[config.mk]
export PLATFORM = sky130hd
export DESIGN_NAME = rob_unit
export DESIGN_NICKNAME = d
export VERILOG_FILES = /design/src/rtl/rob_unit.sv
export SDC_FILE = /design/constraint.sdc
export NUM_CORES = 1
export LEC_CHECK = 0
export ABC_AREA = 1
export CAP_MARGIN = 20
export CORE_MARGIN = 1
export CORE_UTILIZATION = 50
export CTS_BUF_LIST = sky130_fd_sc_hd__clkbuf_4
export DETAILED_ROUTE_END_ITERATION = 8
export PLACE_DENSITY = 0.78
export SLEW_MARGIN = 20
export SYNTH_ARGS = -nofsm -noshare
export SYNTH_HDL_FRONTEND = slang
export SYNTH_SLANG_ARGS = --single-unit
export TNS_END_PERCENT = 1
[constraint.sdc]
create_clock -name clk -period 6.9 [get_ports clk]
set_input_delay 0.69 -clock clk [delete_from_list [all_inputs] [get_ports clk]]
set_output_delay 0.69 -clock clk [all_outputs]
set_load 0.01 [all_outputs]
[src/rtl/rob_unit.sv]
// In-order-commit reorder buffer sitting behind rename; returns displaced PRNs
// to the free list at retirement and drops everything on flush.
module rob_unit #(
  parameter int NUM_ENTRIES = 16,
  parameter int A_REG_W     = 5,
  parameter int P_REG_W     = 6,
  parameter int IDX_W       = $clog2(NUM_ENTRIES)
) (
  input  logic               clk,
  input  logic               rst_n,
  input  logic               alloc_valid,
  output logic               alloc_ready,
  input  logic               alloc_has_dest,
  input  logic [A_REG_W-1:0] alloc_areg,
  input  logic [P_REG_W-1:0] alloc_new_prn,
  input  logic [P_REG_W-1:0] alloc_old_prn,
  output logic [IDX_W-1:0]   alloc_idx,
  input  logic               cmpl_valid,
  input  logic [IDX_W-1:0]   cmpl_idx,
  output logic               commit_valid,
  input  logic               commit_ready,
  output logic               commit_has_dest,
  output logic [A_REG_W-1:0] commit_areg,
  output logic [P_REG_W-1:0] commit_new_prn,
  output logic [P_REG_W-1:0] commit_old_prn,
  input  logic               flush,
  output logic [IDX_W:0]     count,
  output logic               empty,
  output logic               full
);

  localparam logic [IDX_W:0] FULL_COUNT = (IDX_W+1)'(NUM_ENTRIES);

  logic [IDX_W-1:0]       head;
  logic [IDX_W-1:0]       tail;
  logic [IDX_W:0]         count_q;
  logic [NUM_ENTRIES-1:0] valid_q;
  logic [NUM_ENTRIES-1:0] done_q;

  logic               has_dest_q [NUM_ENTRIES];
  logic [A_REG_W-1:0] areg_q     [NUM_ENTRIES];
  logic [P_REG_W-1:0] new_prn_q  [NUM_ENTRIES];
  logic [P_REG_W-1:0] old_prn_q  [NUM_ENTRIES];

  logic alloc_fire;
  logic commit_fire;
  logic cmpl_hit;

  // Full/empty come from the occupancy counter only; head==tail is ambiguous.
  assign full        = (count_q == FULL_COUNT);
  assign empty       = (count_q == '0);
  assign count       = count_q;
  assign alloc_ready = !full;
  assign alloc_idx   = tail;

  assign alloc_fire   = alloc_valid && alloc_ready;
  assign commit_valid = !empty && valid_q[head] && done_q[head] && !flush;
  assign commit_fire  = commit_valid && commit_ready;
  // A completion racing the allocation into the same slot is stale.
  assign cmpl_hit     = cmpl_valid && valid_q[cmpl_idx] &&
                        !(alloc_fire && (cmpl_idx == tail));

  assign commit_has_dest = has_dest_q[head];
  assign commit_areg     = areg_q[head];
  assign commit_new_prn  = new_prn_q[head];
  assign commit_old_prn  = old_prn_q[head];

  always_ff @(posedge clk) begin
    if (!rst_n || flush) begin
      head    <= '0;
      tail    <= '0;
      count_q <= '0;
      valid_q <= '0;
      done_q  <= '0;
    end else begin
      if (cmpl_hit) begin
        done_q[cmpl_idx] <= 1'b1;
      end
      if (commit_fire) begin
        valid_q[head] <= 1'b0;
        done_q[head]  <= 1'b0;
        head          <= head + 1'b1;
      end
      if (alloc_fire) begin
        valid_q[tail] <= 1'b1;
        done_q[tail]  <= 1'b0;
        tail          <= tail + 1'b1;
      end
      case ({alloc_fire, commit_fire})
        2'b10:   count_q <= count_q + 1'b1;
        2'b01:   count_q <= count_q - 1'b1;
        default: count_q <= count_q;
      endcase
    end
  end

  // Payload storage needs no reset; valid/done gate every use of it.
  always_ff @(posedge clk) begin
    if (rst_n && !flush && alloc_fire) begin
      has_dest_q[tail] <= alloc_has_dest;
      areg_q[tail]     <= alloc_areg;
      new_prn_q[tail]  <= alloc_new_prn;
      old_prn_q[tail]  <= alloc_old_prn;
    end
  end

  a_alloc_hold: assert property (@(posedge clk) disable iff (!rst_n)
    (alloc_valid && !alloc_ready && !flush) |=>
      (alloc_valid && $stable({alloc_has_dest, alloc_areg, alloc_new_prn, alloc_old_prn})));

endmodule

Word level (Yosys, flattened, before mapping)
Memory sizes are Yosys's and may differ from the RTL's. A register that Yosys moved wholly into a read port is not among the register bits.
Index checks and enable logic that the tools add are counted.

operators by class
  add/sub/neg operators = 4
  $lt $le $gt $ge = 6
  equality and inequality tests = 4
  muxes and demuxes = 31
  bitwise logic cells = 7
  reductions and logical operators = 21

operators by type and width
  operator               count
  $mux W16               8
  $and A16 B16 Y16       3
  $mux W4                8
  $not A16 Y16           2
  $or A16 B16 Y16        2
  $lt A4 B5 Y1 const B   3
  $logic_and A1 B1 Y1    13
  $bmux W1 S4            3
  $demux W1 S4           3
  $ge A4 B1 Y1 const B   3
  $pmux W5 S2            1
  $add A4 B1 Y4 const B  2
  $mux W1                8
  $add A5 B1 Y5 const B  1
  $eq A5 B5 Y1 const B   1
  $logic_not A1 Y1       5
  $logic_not A5 Y1       1
  $sub A5 B1 Y5 const B  1
  $eq A4 B4 Y1           1
  $eq A2 B1 Y1 const B   1
  $eq A2 B2 Y1 const B   1
  $reduce_bool A2 Y1     1
  $logic_or A1 B1 Y1     1

storage, ports and cells
  register bits after elaboration = 45
  RAM bits = 288
  input bits = 28
  output and inout bits = 31
  word-level logic and storage cells = 82
  memories = 4

memories
  memory      depth  bits a word  read ports  clocked after Yosys merged registers in  wr ports  line  RTL
  new_prn_q   16     6            1           1                                        1         42    logic [P_REG_W-1:0] new_prn_q [NUM_ENTRIES];
  old_prn_q   16     6            1           1                                        1         43    logic [P_REG_W-1:0] old_prn_q [NUM_ENTRIES];
  areg_q      16     5            1           1                                        1         41    logic [A_REG_W-1:0] areg_q [NUM_ENTRIES];
  has_dest_q  16     1            1           1                                        1         40    logic has_dest_q [NUM_ENTRIES];

Depth between registers and ports, before layout
Gate-level depths: netlist of run 1.

  depth in word-level cells = 13
  gate-level depth with buffers = 23
  gate-level depth less buffers = 22

Least setup slack after synthesis of run 1
Ideal clock, no wire load.

  path kind = reg2reg
  from = reg head[0]
  to = reg count_q[4], in the netlist count[4]
  setup time = 0.113 ns
  arrival = 2.606 ns
  data required time = 6.787 ns
  path slack = 4.181 ns
  cell stages (with the launch flop) = 22
  path buffers = 2
  period minus slack after synthesis = 2.719 ns
  cells stage by stage = dfxtp_1 buf_4 nand2_1 nand3_1 nand2_1 nand2_1 nand2_1 nor2_1 nor2_4 nand2_2 buf_2 inv_1 ha_1 xor2_1 ha_1 inv_1 nand2_1 and3_1 o21ai_0 nand2_1 nand2_1 nor2_1

on the way
  longest elaborated chain between the ends = 8
  elaborated cells on any way between the ends = 12
  those cells by class = 2 x eq/ne; 5 x mux; 5 x reduce/logical

RTL lines
  element                                            line  RTL
  from (decl)                                        34    logic [IDX_W-1:0] head;
  from (signal assigned)                             82    head <= head + 1'b1;
  $bmux W1 S4                                        57    assign commit_valid = !empty && valid_q[head] && done_q[head] && !flush;
  $mux W1 (implied by the code)                      57
  $logic_and A1 B1 Y1                                57
  $logic_and A1 B1 Y1 (*) (2 in series)              57
  $logic_and A1 B1 Y1 (*)                            58    assign commit_fire = commit_valid && commit_ready;
  $eq A2 B1 Y1 or $eq A2 B2 Y1 (tied branches)       89    case ({alloc_fire, commit_fire})
  $pmux W5 S2 or $reduce_bool A2 Y1 (tied branches)  -
  to (signal assigned)                               90    2'b10: count_q <= count_q + 1'b1;
  to (signal assigned)                               91    2'b01: count_q <= count_q - 1'b1;
  to (signal assigned)                               92    default: count_q <= count_q;
  to (decl)                                          36    logic [IDX_W:0] count_q;

Mark *: on every way between the ends. The rest lies on a longest branch, timed or not. The select of a mux whose other input is x is not followed.
A chain may end at the register's enable or synchronous reset.

==> results of run 1 <==
-- synth_stat cells --
cell type	number	area share, %
nor3_1	1	0.034
mux2i_1	72	4.9
buf_2	16	0.54
inv_2	4	0.10
buf_4	5	0.25
o211ai_1	72	3.7
dfxtp_1	49	6.7
nor2_2	1	0.042
xnor2_1	4	0.24
nand4_1	6	0.25
nand4_2	2	0.17
o311a_1	1	0.068
nand2_2	3	0.13
inv_1	167	4.3
nor2_1	89	2.3
ha_1	11	0.93
nand3_1	81	2.8
clkinv_1	2	0.051
o21ai_1	9	0.31
edfxtp_1	288	59
o31ai_1	1	0.051
buf_6	3	0.23
o21ai_0	107	3.6
nor2_4	2	0.15
and3_1	1	0.042
a21oi_1	100	3.4
xor2_1	6	0.36
buf_1	3	0.076
nand2_1	184	4.7
clkbuf_1	43	1.1
-- registers in the layout, indices dropped and copies added (netlist names), named ones only --
register	cells
has_dest_q	16
alloc_idx	4
new_prn_q	96
count	5
valid_q	16
areg_q	80
head	4
old_prn_q	96
done_q	16
-- cells by family after synthesis --
logic type | synth area share, %
simple gates | 10.5
mux | 4.89
compound gates | 11.1
xor+xnor | 0.594
buf+inv | 6.60
flops | 65.3
fa+ha+maj | 0.934
-- critical path: cells and delay by family, from the launching register on --
kind	cells	cell delay, ps
AO/OA/AOI/OAI	2	410
buffers and inverters	4	2180
flip-flops	1	310
AND/OR/NAND/NOR	1	160
-- area by class of cell --
type	count	area, sq um
Timing Repair Buffer	81	803
Fill cell	2375	12100
Tap cell	384	480
Inverter	173	649
Clock buffer	116	871
Sequential cell	337	9640
Clock inverter	23	146
Antenna cell	1	2.50
Multi-Input combinational cell	753	4170
-- stage by stage --
stage / cell area (sq um) / cells
2_1_floorplan: 14700 / 1333
3_3_place_gp: 15700 / 1725
3_5_place_dp: 15700 / 1726
4_1_cts: 16700 / 1865
5_1_grt: 16800 / 1868
6_report: 16800 / 1868
-- layer usage --
layer,vias up,part of all wire [%],GRT usage (%)
met4,0,3.6,10.5
met5,-,0,0
met2,521,47,37.3
met3,94,9.2,5.15
li1,4885,-,-
met1,4905,40,31.5
-- how the worst min path moves through the flow --
stage          cells after the start                   from  slack [ps]                    end
2_1_floorplan                      2  valid_q[0]$_SDFF_PP0_         440  valid_q[0]$_SDFF_PP0_
3_3_place_gp                       2  valid_q[0]$_SDFF_PP0_         460  valid_q[0]$_SDFF_PP0_
3_5_place_dp                       2  valid_q[8]$_SDFF_PP0_         480  valid_q[8]$_SDFF_PP0_
4_1_cts                            2  valid_q[8]$_SDFF_PP0_         490  valid_q[8]$_SDFF_PP0_
5_1_grt                            2  valid_q[0]$_SDFF_PP0_         520  valid_q[0]$_SDFF_PP0_
6_report                           2  valid_q[8]$_SDFF_PP0_         490  valid_q[8]$_SDFF_PP0_
-- power by group through the flow --
stage	logic, W	clock network (W)	registers [W]
3_3_place_gp	0.000101	0	0.00226
5_1_grt	0.000114	0.00173	0.00222
2_1_floorplan	0.0000411	0	0.00226
6_report	0.000105	0.00160	0.00222
4_1_cts	0.000104	0.00163	0.00222
3_5_place_dp	0.000103	0	0.00226
==> impl_metrics.tcl, run 1 <==
set metrics [dict create \
    ys_seq_area_share_pct 65.3 \
    nets 1467 \
    htreeDepth 3 \
    cp_cell_sequence "buf_4, inv_2, buf_4, o211ai_1, o211ai_1, nand2_1, clkdlybuf4s50_1" \
    cts_made_buffers 82 \
    wl_per_cell_um 19.2 \
    via_per_inst 5.57 \
    gp_congestion 0.970 \
    critPathLaunchType "flop" \
    setup_viol 0 \
    rr_worst_depth 21 \
    start_util_pct 51.1 \
    power_density_nw_per_um2 234 \
    drv_cap 0 \
    critPathKind "reg2out" \
    post_cts_buffers 0 \
    cp.required_ps 6210 \
    power.total_w 0.00392 \
    relSlewSlack_pct 27.9 \
    layout_common_cells "edfxtp_1, nand2_1, inv_1" \
    synth_seq_cells 337 \
    route.detailed.drc 0 \
    utilization_pct 58.1 \
    worstPathArrival_ps 3810 \
    cpPeakStageDelay_ps 720 \
    cts_buffer_depth 3 \
    drt_pass1_iterations 5 \
    drt-initial-drc-count 1233 \
    synth_cell_type_count 30 \
    p_int_w 0.00307 \
    die_w_um 174 \
    fmax_mhz 222 \
    netlist_area_sq_um 14700 \
    r2r-end "count[4]$_SDFFE_PP0P_" \
    grt_overflow_total 0 \
    grt_pass1_wl_um 54400 \
    fp.dieH_um 174 \
    num_vias 10400 \
    clk_pin_slew_worst_paths_ps 60 \
    slew_viol_final 0 \
    clock-skew-final_ps 62.0 \
    syn_nets 1372 \
    ys_warn_count 0 \
    status "finished, final reports clean" \
    track_usage_pct 23.6 \
    areaGrowthSynthToFinish_pct 13.7 \
    insertion_delay_ps 710 \
    min_path_type "reg2reg" \
    syn_avg_cell_area_sq_um 11.1 \
    synth_cells 1333 \
    switching_share_pct 21.8 \
    drive_above_1_share_pct 12.0 \
    place_ws_ps 3100 \
    ctsHoldBuffers 0 \
    worstMarginPinSlew_ps 1080 \
    cts.repair.resized 0 \
    grt_max_degree 105 \
    fin_tns_setup_ps 0 \
    die-area_sq_um 30200 \
    cp_max_fo 73 \
    ant_nets 0 \
    regToRegStartpoint "head[0]$_SDFFE_PP0N_" \
    p_leak_nw 5.98 \
    switchingPower_w 0.000855 \
    critPathCaptureType "primary output" \
    num_io_pins 59 \
    rsz0062_at_grt "no" \
    r2r_slack_ps 3050 \
    worst_hold_slack_ps 488 \
    min_period_ps 4500 \
    clockRootBuffer "clkbuf_4" \
    io_buffers 58 \
    wirelength_um 35800 \
    coreArea_sq_um 28900 \
    cts_num_sinks 337 \
    mostFrequentLayoutCell "edfxtp_1" \
    cts_tree "yes" \
    worst_slack_ps 2400 \
    antenna_found_initial 1 \
    grt_pass1_vias 9983 \
    pwr-share-seq_pct 56.5 \
    comb_power_share_pct 2.7 \
    p_clk_share_pct 40.8 \
    critPathSlowestCell "buf_4" \
    finalHoldViolCount 0 \
    endpoint "commit_old_prn[1]" \
    finalCritPeriodShare_pct 65.2 \
    dpl.hpwl_um 19800 \
    rows 62 \
    ir_drop_v 0.000130 \
]
No activity file was read; power rests on OpenSTA's default activity.
==> run 2: changes to the inputs <==
clock period = 4.7 ns   (was 6.9 ns; I/O delays follow)
==> run 2 against run 1 <==
Against the previous run: total power increased by 51%; largest cell class unchanged; clock skew increased by 20 ps; routed wire length decreased by 0.72%; sequential power increased by 47%; sequential share of layout area decreased by 0.37 points; highest routed layer unchanged; design area increased by 0.65%.
==> impl_metrics.tcl, run 2 (synthesized netlist as in run 1, its figures left out) <==
set metrics [dict create \
    start_util_pct 51.1 \
    worstPathArrival_ps 3170 \
    drive_above_1_share_pct 13.0 \
    min_path_type "reg2reg" \
    status "finished, final reports clean" \
    critPathKind "reg2out" \
    worstMarginPinSlew_ps 946 \
    fin_tns_setup_ps 0 \
    num_io_pins 59 \
    cts.repair.resized 0 \
    rows 62 \
    multi_input_area_sq_um 4170 \
    drt_pass1_iterations 5 \
    mostFrequentLayoutCell "edfxtp_1" \
    drt-initial-drc-count 976 \
    clk_pin_slew_worst_paths_ps 60 \
    ant_nets 0 \
    ctsHoldBuffers 0 \
    clockRootBuffer "clkbuf_4" \
    num_vias 10500 \
    place_ws_ps 1470 \
    ir_drop_v 0.000188 \
    placed_area_sq_um 15700 \
    finalHoldViolCount 0 \
    htreeDepth 3 \
    clock-skew-final_ps 82.3 \
    grt_pass1_wl_um 55300 \
    setup_viol 0 \
    cts_num_sinks 337 \
    regArea_sq_um 9640 \
    via_per_inst 5.55 \
    worst_slack_ps 1060 \
    rsz0062_at_grt "no" \
    insertion_delay_ps 720 \
    p_leak_nw 6.06 \
    wl_per_cell_um 18.8 \
    critPathCaptureType "primary output" \
    cp_max_fo 19 \
    gp_congestion 0.900 \
    cts_buffer_depth 3 \
    power.total_w 0.00593 \
    grt_max_degree 103 \
    route.detailed.drc 0 \
    antenna_found_initial 1 \
    grt_pass1_vias 10100 \
    finalCritPeriodShare_pct 77.4 \
    cts_tree "yes" \
    wirelength_um 35500 \
    top_regs "new_prn_q x96, old_prn_q x96, areg_q x80" \
    die-area_sq_um 30200 \
    io_buffers 58 \
    cp.required_ps 4230 \
    fillCellCount 2339 \
    post_cts_buffers 0 \
    track_usage_pct 23.7 \
    fmax_mhz 275 \
    grt_overflow_total 0 \
    dpl.hpwl_um 20600 \
    coreArea_sq_um 28900 \
    die_w_um 174 \
    design_area_sq_um 16900 \
    slew_viol_final 0 \
    areaGrowthSynthToFinish_pct 14.4 \
    drv_cap 0 \
    min_period_ps 3640 \
    fp.dieH_um 174 \
    relSlewSlack_pct 36.9 \
    critPathLaunchType "flop" \
    nets 1473 \
    layout_common_cells "edfxtp_1, nand2_1, inv_1" \
    power_density_nw_per_um2 351 \
    cts_made_buffers 85 \
]
## run 2: cell count changes in the layout (fill, tap and decap cells not counted), sizes merged
cell    before  now
clkinv      20   22
inv        174  176
buf         22   26
clkbuf     117  129
## run 2: layout make-up
| cell class | instances | share of cell area (%) |
|---|---|---|
| Tap cell | 384 | 2.85 |
| Inverter | 173 | 3.85 |
| Antenna cell | 1 | 0.0148 |
| Timing Repair Buffer | 84 | 4.75 |
| Clock buffer | 129 | 5.74 |
| Sequential cell | 337 | 57.1 |
| Multi-Input combinational cell | 753 | 24.7 |
| Clock inverter | 27 | 0.950 |
## run 2: path summary, 6_finish.rpt
check | start | to | slack [ps] | cells past startpoint
max reg2reg | head[1]$_SDFFE_PP0N_ | count[4]$_SDFFE_PP0P_ | 1470 | 21
min reg2reg | valid_q[0]$_SDFF_PP0_ | valid_q[0]$_SDFF_PP0_ | 480 | 2
min | valid_q[0]$_SDFF_PP0_ | valid_q[0]$_SDFF_PP0_ | 480 | 2
max | flop | commit_has_dest | 1060 | 5
## run 2: where the power goes
part / switching, W / internal, W / total, W / leakage, nW
Combinational: 0.000103 / 0.0000522 / 0.000155 / 2.40
Clock: 0.00119 / 0.00133 / 0.00252 / 0.675
Sequential: 0.00000556 / 0.00325 / 0.00326 / 2.99
## run 2: routing by layer
layer	vias to the layer above	track usage, %	part of all wire (%)
met4	0	11.1	3.3
met2	480	37.4	47
met5	-	0	0
li1	4908	-	-
met3	86	3.86	7.6
met1	4998	32.4	42
## run 2: metrics by stage
step | hold WS (ps) | cells | util [%]
after floorplan | 444 | 1333 | -
after global placement | 458 | 1731 | 54.5
after detailed placement | 471 | 1731 | 54.5
after CTS | 462 | 1887 | 58.4
after global routing | 499 | 1888 | 58.4
final | 483 | 1888 | 58.4
## run 2: critical path, stage by stage (launching register included)
cell	delay (ps)
dfxtp_1	310
buf_4	300
clkinv_1	820
o211ai_1	430
nand2_1	110
clkdlybuf4s50_1	490
==> run 3: changes to the inputs <==
PLACE_DENSITY = 0.8   (was 0.78)
clock period = 3.2 ns   (was 4.7 ns; I/O delays follow)
==> run 3 against run 2 <==
Against the previous run: design area rose by 0.33%; clock-buffer cell count shrank 6; worst hold slack got worse by 72 ps; first-iteration DRC count is 7.2% higher; routed wire length is 1.9% higher; critical endpoint is now commit_areg[0]; largest power group unchanged.
==> impl_metrics.tcl, run 3 (synthesized netlist as in run 1, its figures left out) <==
set metrics [dict create \
    placed_area_sq_um 15800 \
    worst_hold_slack_ps 411 \
    path_buf_inv 2 \
    cp_top_family "buffers and inverters" \
    fin_tns_setup_ps 0 \
    critPathSlowestCell "clkdlybuf4s50_1" \
    fp.dieH_um 174 \
    min_period_ps 3070 \
    wl_per_cell_um 19.1 \
    io_buffers 58 \
    pwr-share-seq_pct 55.8 \
    p_clk_share_pct 41.6 \
    comb_power_share_pct 2.7 \
    design_area_sq_um 16900 \
    relSlewSlack_pct 37.2 \
    switching_share_pct 21.8 \
    min_path_type "in2reg" \
    num_io_pins 59 \
    clockRootBuffer "clkbuf_4" \
    finalHoldViolCount 0 \
    p_int_w 0.00671 \
    layout_common_cells "edfxtp_1, nand2_1, inv_1" \
    worstPathArrival_ps 2750 \
    top_regs "new_prn_q x96, old_prn_q x96, areg_q x80" \
    die_w_um 174 \
    num_vias 10600 \
    ant_nets 0 \
    wirelength_um 36200 \
    htreeDepth 3 \
    grt_pass1_wl_um 55300 \
    slew_viol_final 0 \
    drv_cap 0 \
    antenna_found_initial 1 \
    critPathKind "reg2out" \
    clk_pin_slew_worst_paths_ps 60 \
    switchingPower_w 0.00187 \
    cts_made_buffers 81 \
    finalCritPeriodShare_pct 96.1 \
    drt_pass1_iterations 5 \
    post_cts_buffers 0 \
    drive_above_1_share_pct 12.9 \
    insertion_delay_ps 710 \
    gp_congestion 0.918 \
    coreArea_sq_um 28900 \
    mostFrequentLayoutCell "edfxtp_1" \
    clock-skew-final_ps 61.0 \
    drt-initial-drc-count 1046 \
    status "finished, final reports clean" \
    cpPeakStageDelay_ps 500 \
    setup_viol 0 \
    rsz0062_at_grt "yes" \
    start_util_pct 51.1 \
    via_per_inst 5.59 \
    worstMarginPinSlew_ps 941 \
    cts_num_sinks 337 \
    areaGrowthSynthToFinish_pct 14.8 \
    p_leak_nw 6.09 \
    cts_tree "yes" \
    fmax_mhz 325 \
    power_density_nw_per_um2 507 \
    die-area_sq_um 30200 \
    route.detailed.drc 0 \
    dpl.hpwl_um 20800 \
    ir_drop_v 0.000252 \
    track_usage_pct 23.8 \
    critPathCaptureType "primary output" \
    critPathLaunchType "flop" \
    cp_cell_sequence "buf_16, mux2i_1, o21ai_0, o211ai_1, nand2_1, clkdlybuf4s50_1" \
    grt_pass1_vias 10300 \
    rows 62 \
    cp_max_fo 107 \
    grt_max_degree 108 \
    grt_overflow_total 0 \
    nets 1478 \
    cts_buffer_depth 3 \
    cp.required_ps 2880 \
]
[run 3: cell count changes in the layout (fill, tap and decap cells not counted)]
cell,delta
inv_2,-1
clkinv_4,+1
buf_12,+1
buf_4,+6
clkinv_2,-4
clkinv_1,+4
clkinvlp_4,+1
buf_16,+1
inv_8,-1
buf_6,+1
clkbuf_4,-6
[run 3: per-layer routing]
| metal | GRT usage, % | vias to the layer above | wire, um |
|---|---|---|---|
| met2 | 39.1 | 487 | 17100 |
| met4 | 11.0 | 0 | 1350 |
| met3 | 4.61 | 104 | 2620 |
| met5 | 0 | - | 0 |
| met1 | 30.8 | 5051 | 15100 |
| li1 | - | 4920 | - |
[run 3: worst paths after layout]
kind / slack (ps) / end / cells after the start / startpoint
setup reg to reg: 440 / count[4]$_SDFFE_PP0P_ / 21 / head[0]$_SDFFE_PP0N_
hold / removal: 410 / alloc_idx[3]$_SDFFE_PP0N_ / 3 / alloc_valid
setup / recovery: 130 / commit_areg[0] / 6 / flop
hold reg to reg: 480 / valid_q[0]$_SDFF_PP0_ / 2 / valid_q[0]$_SDFF_PP0_
[run 3: worst register-to-register path, delay by kind of cell (launching register included)]
family          cells  cell delay [ps]
buf+inv             3              350
flops               1              340
simple gates       13             1160
compound gates      2              240
fa+ha+maj           2              440
xor+xnor            1              170
[run 3: cell type report]
| type | count | area (sq um) |
|---|---|---|
| repair buffers | 93 | 905 |
| inverters | 173 | 653 |
| multi-input cells | 753 | 4170 |
| flip-flops and latches | 337 | 9640 |
| clock buffers | 123 | 923 |
| well taps | 384 | 480 |
| fillers | 2350 | 11900 |
| clock inverters | 27 | 153 |
| diodes | 1 | 2.50 |
[run 3: power by group through the flow]
| stage | registers (W) | clock network [W] | logic (W) |
|---|---|---|---|
| final | 0.00478 | 0.00356 | 0.000229 |
| after global routing | 0.00478 | 0.00383 | 0.000249 |
| after CTS | 0.00478 | 0.00362 | 0.000228 |
| after detailed placement | 0.00488 | 0 | 0.000226 |
| after global placement | 0.00488 | 0 | 0.000220 |
| after floorplan | 0.00488 | 0 | 0.0000887 |
[run 3: repair_timing]
action / 4_1_cts / 5_1_grt
gates resized for setup: 0 / 3
setup endpoints to repair: 0 / 4
hold buffers: 0 / 0
[run 3: per-stage QoR]
step / std cells / setup WS, ps / power, W / util (%)
after global routing: 1891 / -16.9 / 0.00886 / 58.6
after floorplan: 1333 / 481 / 0.00497 / -
after global placement: 1740 / 498 / 0.00510 / 54.8
after detailed placement: 1740 / 452 / 0.00510 / 54.8
after CTS: 1890 / 65.0 / 0.00863 / 58.6
final: 1891 / 125 / 0.00857 / 58.6
